===== src/rtl/dmem_pkg.sv =====
// dmem_pkg: shared constants and types for the data-memory controller.
//   F3_*            RISC-V load/store size codes
//   REQ_CORE/DBG    requester indices into the 2-wide request/response vectors
//   dmem_state_t    controller FSM states
package dmem_pkg;
  localparam logic [2:0] F3_B  = 3'b000;
  localparam logic [2:0] F3_H  = 3'b001;
  localparam logic [2:0] F3_W  = 3'b010;
  localparam logic [2:0] F3_BU = 3'b100;
  localparam logic [2:0] F3_HU = 3'b101;

  localparam logic REQ_CORE = 1'b0;
  localparam logic REQ_DBG  = 1'b1;

  typedef enum logic {IDLE, RMW_WR} dmem_state_t;
endpackage


===== src/rtl/dmem_lane_align.sv =====
// dmem_lane_align: combinational byte-lane steering.
//   i_rdata/i_off/i_funct3 -> o_ldata   : extracted and sign/zero-extended load data
//   i_old/i_wdata/i_off    -> o_merged  : old word with the B/H lane replaced by wdata
module dmem_lane_align
  import dmem_pkg::*;
#(
  parameter int XLEN = 32
) (
  input  logic [XLEN-1:0] i_rdata,
  input  logic [XLEN-1:0] i_old,
  input  logic [XLEN-1:0] i_wdata,
  input  logic [1:0]      i_off,
  input  logic [2:0]      i_funct3,
  output logic [XLEN-1:0] o_ldata,
  output logic [XLEN-1:0] o_merged
);
  logic [4:0]      w_sh;
  logic [XLEN-1:0] w_lane;
  logic [XLEN-1:0] w_mask;
  logic [XLEN-1:0] w_ins;

  assign w_sh   = {i_off, 3'b000};
  assign w_lane = i_rdata >> w_sh;

  always_comb begin
    o_ldata = '0;
    case (i_funct3)
      F3_B:  o_ldata = {{(XLEN-8){w_lane[7]}}, w_lane[7:0]};
      F3_BU: o_ldata = {{(XLEN-8){1'b0}}, w_lane[7:0]};
      F3_H:  o_ldata = {{(XLEN-16){w_lane[15]}}, w_lane[15:0]};
      F3_HU: o_ldata = {{(XLEN-16){1'b0}}, w_lane[15:0]};
      F3_W:  o_ldata = i_rdata;
      default: o_ldata = '0;
    endcase
  end

  // Stores ignore the unsigned bit, so only the size bits pick the lane width.
  always_comb begin
    w_mask = '1;
    w_ins  = i_wdata;
    case (i_funct3[1:0])
      2'b00: begin
        w_mask = {{(XLEN-8){1'b0}}, 8'hFF} << w_sh;
        w_ins  = {{(XLEN-8){1'b0}}, i_wdata[7:0]} << w_sh;
      end
      2'b01: begin
        w_mask = {{(XLEN-16){1'b0}}, 16'hFFFF} << w_sh;
        w_ins  = {{(XLEN-16){1'b0}}, i_wdata[15:0]} << w_sh;
      end
      default: ;
    endcase
  end

  assign o_merged = (i_old & ~w_mask) | (w_ins & w_mask);
endmodule


===== src/rtl/dmem_ctrl.sv =====
// dmem_ctrl: two-requester data-memory controller (core = 0, debug = 1).
//   req_*   : request vectors, held stable until req_gnt
//   req_gnt : combinational one-hot grant (IDLE only)
//   rsp_*   : registered one-cycle completion pulse, error flag, load data
//   mem_*   : single-port word memory; mem_rdata is combinational of mem_addr
// Sub-word stores are read in the grant cycle and written in RMW_WR.
module dmem_ctrl
  import dmem_pkg::*;
#(
  parameter int XLEN      = 32,
  parameter int MEM_DEPTH = 1024
) (
  input  logic                 clk,
  input  logic                 rst,
  input  logic [1:0]           req_valid,
  input  logic [1:0]           req_we,
  input  logic [1:0][2:0]      req_funct3,
  input  logic [1:0][XLEN-1:0] req_addr,
  input  logic [1:0][XLEN-1:0] req_wdata,
  output logic [1:0]           req_gnt,
  output logic [1:0]           rsp_valid,
  output logic [1:0]           rsp_err,
  output logic [XLEN-1:0]      rsp_rdata,
  output logic                 mem_valid,
  output logic                 mem_we,
  output logic [XLEN-1:0]      mem_addr,
  output logic [XLEN-1:0]      mem_wdata,
  input  logic [XLEN-1:0]      mem_rdata
);
  localparam logic [XLEN-1:0] ADDR_LIM = XLEN'(MEM_DEPTH * 4);

  dmem_state_t     r_state, w_next;
  logic            r_rr_ptr;
  logic            r_idx;
  logic [XLEN-1:0] r_addr;
  logic [XLEN-1:0] r_merged;
  logic [1:0]      r_rsp_valid, r_rsp_err;
  logic [XLEN-1:0] r_rdata;

  logic            w_idx, w_take, w_err, w_rmw;
  logic [2:0]      w_f3;
  logic [XLEN-1:0] w_addr, w_wd, w_ldata, w_merged;
  logic [1:0]      w_onehot;

  // Single requester wins outright; on contention rr_ptr decides.
  assign w_idx    = (req_valid == 2'b11) ? r_rr_ptr : req_valid[1];
  assign w_take   = (r_state == IDLE) && (|req_valid);
  assign w_onehot = 2'b01 << w_idx;
  assign w_f3     = req_funct3[w_idx];
  assign w_addr   = req_addr[w_idx];
  assign w_wd     = req_wdata[w_idx];

  assign w_err = (w_f3 == 3'b011) || (w_f3[2:1] == 2'b11)
              || ((w_f3[1:0] == 2'b01) && w_addr[0])
              || ((w_f3 == F3_W) && (w_addr[1:0] != 2'b00))
              || (w_addr >= ADDR_LIM);
  assign w_rmw = !w_err && req_we[w_idx] && (w_f3[1:0] != 2'b10);

  dmem_lane_align #(.XLEN(XLEN)) u_align (
    .i_rdata  (mem_rdata),
    .i_old    (mem_rdata),
    .i_wdata  (w_wd),
    .i_off    (w_addr[1:0]),
    .i_funct3 (w_f3),
    .o_ldata  (w_ldata),
    .o_merged (w_merged)
  );

  always_ff @(posedge clk or negedge rst) begin
    if (!rst) r_state <= IDLE;
    else      r_state <= w_next;
  end

  always_comb begin
    w_next    = r_state;
    req_gnt   = '0;
    mem_valid = 1'b0;
    mem_we    = 1'b0;
    mem_addr  = '0;
    mem_wdata = '0;
    case (r_state)
      IDLE: if (w_take) begin
        req_gnt = w_onehot;
        if (!w_err) begin
          mem_valid = 1'b1;
          mem_addr  = {w_addr[XLEN-1:2], 2'b00};
          if (req_we[w_idx] && !w_rmw) begin
            mem_we    = 1'b1;
            mem_wdata = w_wd;
          end
          if (w_rmw) w_next = RMW_WR;
        end
      end
      RMW_WR: begin
        mem_valid = 1'b1;
        mem_we    = 1'b1;
        mem_addr  = r_addr;
        mem_wdata = r_merged;
        w_next    = IDLE;
      end
      default: w_next = IDLE;
    endcase
  end

  always_ff @(posedge clk or negedge rst) begin
    if (!rst) begin
      r_rr_ptr    <= REQ_CORE;
      r_idx       <= REQ_CORE;
      r_addr      <= '0;
      r_merged    <= '0;
      r_rsp_valid <= '0;
      r_rsp_err   <= '0;
      r_rdata     <= '0;
    end else begin
      r_rsp_valid <= '0;
      r_rsp_err   <= '0;
      if (w_take) begin
        if (req_valid == 2'b11) r_rr_ptr <= ~w_idx;
        if (w_rmw) begin
          r_idx    <= w_idx;
          r_addr   <= {w_addr[XLEN-1:2], 2'b00};
          r_merged <= w_merged;
        end else begin
          r_rsp_valid <= w_onehot;
          r_rsp_err   <= w_err ? w_onehot : 2'b00;
          r_rdata     <= (w_err || req_we[w_idx]) ? '0 : w_ldata;
        end
      end else if (r_state == RMW_WR) begin
        r_rsp_valid <= 2'b01 << r_idx;
        r_rdata     <= '0;
      end
    end
  end

  assign rsp_valid = r_rsp_valid;
  assign rsp_err   = r_rsp_err;
  assign rsp_rdata = r_rdata;
endmodule


===== config.mk =====
export PLATFORM = sky130hd
export DESIGN_NAME = dmem_ctrl
export DESIGN_NICKNAME = d
export VERILOG_FILES = /design/src/rtl/dmem_pkg.sv /design/src/rtl/dmem_lane_align.sv /design/src/rtl/dmem_ctrl.sv
export SDC_FILE = /design/constraint.sdc
export NUM_CORES = 1
export LEC_CHECK = 0
export BUFFER_PORTS_ARGS = -buffer_cell sky130_fd_sc_hd__buf_2
export CAP_MARGIN = 20
export CORE_AREA = 2 2 97 169
export DETAILED_ROUTE_END_ITERATION = 8
export DIE_AREA = 0 0 99 171
export HOLD_SLACK_MARGIN = 0.05
export PLACE_DENSITY = 0.77
export RECOVER_POWER = 50
export SLEW_MARGIN = 15
export SYNTH_ARGS = -nofsm -noshare
export SYNTH_HDL_FRONTEND = slang
export SYNTH_HIERARCHICAL = 1
export SYNTH_SLANG_ARGS = --single-unit

===== constraint.sdc =====
create_clock -name clk -period 2.9 [get_ports clk]
set_input_delay 0.145 -clock clk [delete_from_list [all_inputs] [get_ports clk]]
set_output_delay 0.145 -clock clk [all_outputs]
set_load 0.05 [all_outputs]

; ---- Word level (Yosys, flattened, before mapping)
; Index checks and enable logic that the tools add are counted.
[classes]
magnitude_cmp = 2
n_eq_ne = 10
shifts = 7
n_mux = 42
bitwise = 6
reduce_logical = 21
[ops]
columns = cell, count
row1 = 32-bit two-way mux, 13
row2 = 32-bit one-hot mux with 2 select lines, 4
row3 = 32-bit one-hot mux with 5 select lines, 1
row4 = 32-bit bitwise AND, 2
row5 = 32-bit by 13-bit >= comparator with 1-bit output (second input constant), 1
row6 = 32-bit inverter, 1
row7 = 32-bit bitwise OR, 1
row8 = 16-bit by 5-bit left shift with 32-bit output, 1
row9 = 16-bit by 5-bit left shift with 32-bit output (first input constant), 1
row10 = 8-bit by 5-bit left shift with 32-bit output, 1
row11 = 8-bit by 5-bit left shift with 32-bit output (first input constant), 1
row12 = 32-bit by 5-bit right shift with 16-bit output, 1
row13 = 2-bit two-way mux, 8
row14 = 1-bit two-way mux, 11
row15 = 3-bit by 2-bit == test with 1-bit output (second input constant), 2
row16 = 3-bit == test (second input constant), 2
row17 = 1-bit logical AND, 6
row18 = 3-bit two-way mux, 2
row19 = 1-bit one-hot mux with 2 select lines, 3
row20 = 2-bit AND reduction, 3
row21 = 1-bit logical OR, 5
row22 = 2-bit == test (second input constant), 2
row23 = 2-bit != test (second input constant), 2
row24 = 2-bit nonzero test, 2
row25 = 9 further kinds, 12
[totals]
register_bits = 101
input_bits = 172
wordCells = 96

; ---- Longest topological paths before layout
[depth]
depth_word = 18
mapped_depth = 13

; ---- Cells and area by module
; Netlist, hierarchy kept.
[by_module_without_submodules]
columns = module, n_inst, cells_each, area_per_inst_um2, seq_area_each_um2
row1 = dmem_ctrl, 1, 545, 5275.1, 2527.4
row2 = dmem_lane_align, 1, 249, 1590.3, 0.0

; ---- Worst setup path before layout
; OpenSTA, ideal clock, no wires.
[synth_timing]
kind = register to register
start = register r_rr_ptr
end = register r_merged[0]
arrival_ns = 2.839
setup_slack_ns = -0.067
path_stages_with_launch = 11
path_buffers = 4
synth_period_minus_slack_ns = 2.967
path_cell_list = dfrtp_1 -> nand2b_1 -> nand2_1 -> buf_2 -> buf_2 -> mux2_2 -> buf_6 -> buf_2 -> o21bai_2 -> mux2_2 -> mux2_1
[synth_rtl]
columns = element, line_no
row1 = "start, declared", dmem_ctrl.sv:33  ; logic r_rr_ptr;
row2 = "start signal, assigned", dmem_ctrl.sv:118  ; if (req_valid == 2'b11) r_rr_ptr <= ~w_idx;
row3 = 1-bit two-way mux (*), dmem_ctrl.sv:46  ; assign w_idx = (req_valid == 2'b11) ? r_rr_ptr : req_valid[1];
row4 = 32-bit two-way mux (not written as such) (*) (2 in series), dmem_ctrl.sv:50  ; assign w_addr = req_addr[w_idx];
row5 = via w_addr[1], dmem_ctrl.sv:42  ; logic [XLEN-1:0] w_addr, w_wd, w_ldata, w_merged;
row6 = 16-bit by 5-bit left shift with 32-bit output / 8-bit by 5-bit left shift with 32-bit output (equally long branches), "dmem_lane_align.sv:47, dmem_lane_align.sv:43"
row7 = 32-bit one-hot mux with 2 select lines, dmem_lane_align.sv:41  ; case (i_funct3[1:0])
row8 = 32-bit inverter, dmem_lane_align.sv:54  ; assign o_merged = (i_old & ~w_mask) | (w_ins & w_mask);
row9 = 32-bit bitwise AND, dmem_lane_align.sv:54
row10 = 32-bit bitwise OR (*), dmem_lane_align.sv:54
row11 = via w_merged[0], dmem_ctrl.sv:42
row12 = "end signal, assigned", dmem_ctrl.sv:122  ; r_merged <= w_merged;
row13 = "end, declared", dmem_ctrl.sv:36  ; logic [XLEN-1:0] r_merged;
; Mark *: on every way through the listed nets, which the timed path passes. The rest lies on a longest branch. The select of a mux whose other input is x is not followed.
; A chain may end at the register's enable or synchronous reset.

; ---- Worst setup path in the final report
[layout_timing]
start = register r_rr_ptr
end = register r_merged[26]
; The elaborated chain is that of the path after synthesis.

==> summary.md <==
| Metric | Value |
|---|---|
| Outcome | `complete, but fails checks` |
| Failing checks | `max-capacitance violations, max-slew violations` |
| Total grt overflow | `0` |
| Buffers on Ports | `273` |
| Layout fillers | `1480` |
| Family with the most delay on the worst path | `multiplexers` |
| Path length in cells of the critical path | `8` |
| Rel. slew slack | `-4.93%` |
| Most common flop cell mapped by yosys | `dfrtp_1` |
| Share of the synthesized area in the top cell type | `36.8%` |
| Fin. Hold Viols | `0` |
| RR Endpoint | `r_merged[26]` |
| Comb power frac | `32.2%` |
| DRT Pass-1 Iters | `5` |
| Syn Inst Count | `794` |
| Worst setup margin | `0.201 ns` |
| Async set or reset register ratio after synthesis | `100%` |
| Final min period | `2.70 ns` |
| Total number of vias | `6887` |
| Ports | `276` |
| Crit. End Element | `flip-flop` |
| Maximum VDD drop | `0.276 mV` |
| Power per cell area | `445 nW/um^2` |
| Main area contributors after synthesis | `dfrtp_1 (37%), mux2i_1 (10%), o21ai_0 (7.5%), nand2_1 (7.1%), mux2_1 (4.9%)` |
| CTS tree | `done` |
| Clk pwr share | `30.5%` |
| Detail Route Antenna Nets | `0` |
| Worst setup endpoint | `r_merged[26]` |
| Die ar. | `16900 um^2` |
| Clock Skew | `0.0135 ns` |
| CP max-delay cell | `mux2_2` |
| RSZ-0062 raised after global routing | `no` |
| Clk slew on worst S/H paths | `0.08 ns` |
| Largest net degree at the start of global routing | `64` |
| Post-synth EDFFs | `0` |
| WP data required | `3.13 ns` |
| Core Area | `15600 um^2` |
| Yosys warns | `6` |
| Die extent in y | `171 um` |
| Initial antenna violation count | `0` |
| CTS sink count | `101` |
| Worst-path cell chain | `nand2b_1 > nand2_4 > mux2_2 > buf_12 > o21ai_4 > mux2i_1 > o21ai_0 > mux2_1` |
| Root buffer cell | `clkbuf_16` |
| Via/cell ratio | `5.61` |
| Setup CP Type | `flip-flop to flip-flop` |
| Worst Path Max Fanout | `33` |
| Maximum clock path buffer count | `2` |
| GPL Wtd Cong | `0.939` |
| Sw frac | `34.8%` |
| Average wire per standard cell | `18.8 um` |
| Setup TNS | `0 ns` |
| Leakage | `0.00454 uW` |
| CTS Buf Count | `9` |
| Cell internal pwr | `2500 uW` |
| Tightest Hold Check Type | `input pin to flip-flop` |
| N_diodes | `0` |
| Worst Path Arrival | `2.93 ns` |
| Mapped Area | `6870 um^2` |
| Max_cap viols | `1` |
| Worst path buffer plus inverter count | `1` |
| Switch Pwr | `1340 uW` |
| Startpoint types | `flip-flop` |
| Register-to-Register Setup Slack | `0.20 ns` |
| Place WS | `0.0691 ns` |
| Synth area leader | `dfrtp_1` |
| Measured slew at the worst slew-check pin | `1.57 ns` |
| Final Cycle Share | `93.1%` |
| Sequential area share after synthesis | `36.8%` |
| Fmax | `0.370 GHz` |
| Rows | `61` |
| First-pass GRT wire length | `35300 um` |
| DP HPWL | `17200 um` |
| GRT Util Overall | `26.4%` |
| RR Startpoint | `r_rr_ptr` |
| Critical path launch point | `r_rr_ptr` |
| Placed cell area | `8370 um^2` |
| Final WL | `23000 um` |
| Proportion of layout cells with a drive suffix above 1 | `30.2%` |
| Final net count | `1206` |
| Reg power frac | `37.3%` |
| Max Slew Vio Count | `59` |
| Post-Syn Area per Cell | `8.65 um^2` |
| Starting Density | `43.9%` |
| DRC | `0` |
| Vias in the first global route | `6655` |
| Finished Cell Area | `8630 um^2` |
| Final setup fails | `0` |
| Synthesis-stage register bit count | `101` |
| H-tree depth | `3` |
| Synth unique cells | `54` |
| Syn-to-layout area delta | `25.8%` |
| Worst-Skew Late Latency | `0.35 ns` |
| Critical path's largest stage delay | `0.43 ns` |
| R2R cell count | `8` |
| Initial drt markers | `418` |
| Die Width | `99 um` |
==> timing repair <==
action                                  CTS  global route
setup buffers                             0             1
endpoints found under the hold margin    56             0
hold buffers                              1             0
endpoints found under the setup margin    0            56
resized for setup                         0             3
==> power by group through the flow <==
stage / Sequential [uW] / Combinational, uW / Clock, uW
after floorplan: 1490 / 790 / 0
after global placement: 1460 / 1190 / 0
after detailed placement: 1460 / 1210 / 0
after CTS: 1430 / 1210 / 1200
after global routing: 1430 / 1330 / 1250
final: 1430 / 1240 / 1170
==> flip-flops by register name, indices dropped and copies added, names as in the netlist <==
name,flops
rsp_valid,2
rsp_err,2
r_addr,30
r_state,1
r_merged,32
r_idx,1
r_rr_ptr,1
rsp_rdata,32
==> how the worst min path moves through the flow <==
stage | to | slack (ns) | start | depth (start not counted)
finish | r_addr[10] | 0.11 | req_addr[42] | 3
global route | r_addr[10] | 0.12 | req_addr[42] | 3
CTS | r_addr[10] | 0.10 | req_addr[42] | 3
detailed placement | rsp_rdata[19] | 0.29 | rst | 1
global placement | rsp_rdata[19] | 0.27 | rst | 1
floorplan | r_addr[10] | -0.15 | rst | 0
==> metrics by stage <==
step	total power (uW)	utilization, %	instances	hold slack, ns
2_1_floorplan	2280	-	795	-0.151
3_3_place_gp	2650	53.4	1210	0.273
3_5_place_dp	2660	53.5	1210	0.286
4_1_cts	3840	55.4	1227	0.105
5_1_grt	4020	55.2	1228	0.117
6_report	3840	55.2	1228	0.105
==> area by class of cell <==
type	count	area (um^2)	area share, %
inverters	47	176	2.04
clock inverters	7	55.1	0.638
flip-flops and latches	101	2530	29.3
clock buffers	9	225	2.61
repair buffers	293	1510	17.4
multi-input cells	582	3910	45.2
well taps	189	236	2.74
==> Yosys cell counts (2+ instances only) <==
cell,count
buf_6,6
nor2_1,13
buf_1,4
buf_2,17
a21oi_2,10
nand2b_1,16
nor2b_1,4
and2_1,40
nand2_1,129
a211o_1,8
dfrtp_1,101
mux2i_1,70
o211ai_1,2
nand4_1,34
o2111ai_1,3
a22oi_1,14
nor4_1,12
nor3_1,4
o21a_1,8
a21oi_1,10
nand3_1,2
o22ai_1,20
buf_4,2
a211oi_1,2
clkbuf_1,35
o21ai_0,103
inv_1,47
mux2_1,30
mux2_2,23
==> cell usage in the layout (no fill, tap or decap), drive strengths merged, types with 8 or more instances in the layout <==
master  netlist  final
nand2b       16     16
a22oi        14     14
o21ai       105    105
nand4        35     35
mux2         53     53
o21a          8      8
a211o         8      8
nand2       129    129
buf          30    243
and2         40     40
inv          47     50
nor2         14     14
mux2i        70     70
o22ai        21     21
dfrtp       101    101
a21oi        20     20
clkbuf       35     58
nor4         12     12
==> worst reg2reg max path: stages (launching register included) <==
cell and delay (ns):
dfrtp_1 0.40, nand2b_1 0.24, nand2_4 0.15, mux2_2 0.43
buf_12 0.20, o21ai_4 0.35, mux2i_1 0.37, o21ai_0 0.14
mux2_1 0.31
==> kinds of logic (layout without fill, tap and decap cells) <==
logic type             count (synthesis)  count (layout)  share of synthesized area (%)
AND/OR/NAND/NOR                      264             264                           19.4
AO/OA/AOI/OAI                        192             192                           17.4
multiplexers                         123             123                           18.9
buffers and inverters                112             356                           7.36
flip-flops                           101             101                           36.8
other                                  1               2                         0.0546
XOR/XNOR                               1               1                          0.128
==> per-layer routing <==
metal  track usage [%]  wire length [um]  vias up
met2              43.4             11200      333
li1                  -                 -     3256
met1              33.7              9200     3238
met3              3.84              1510       60
met5                 0                 0        -
met4              13.5              1110        0
(Power assumes the default switching activity.)
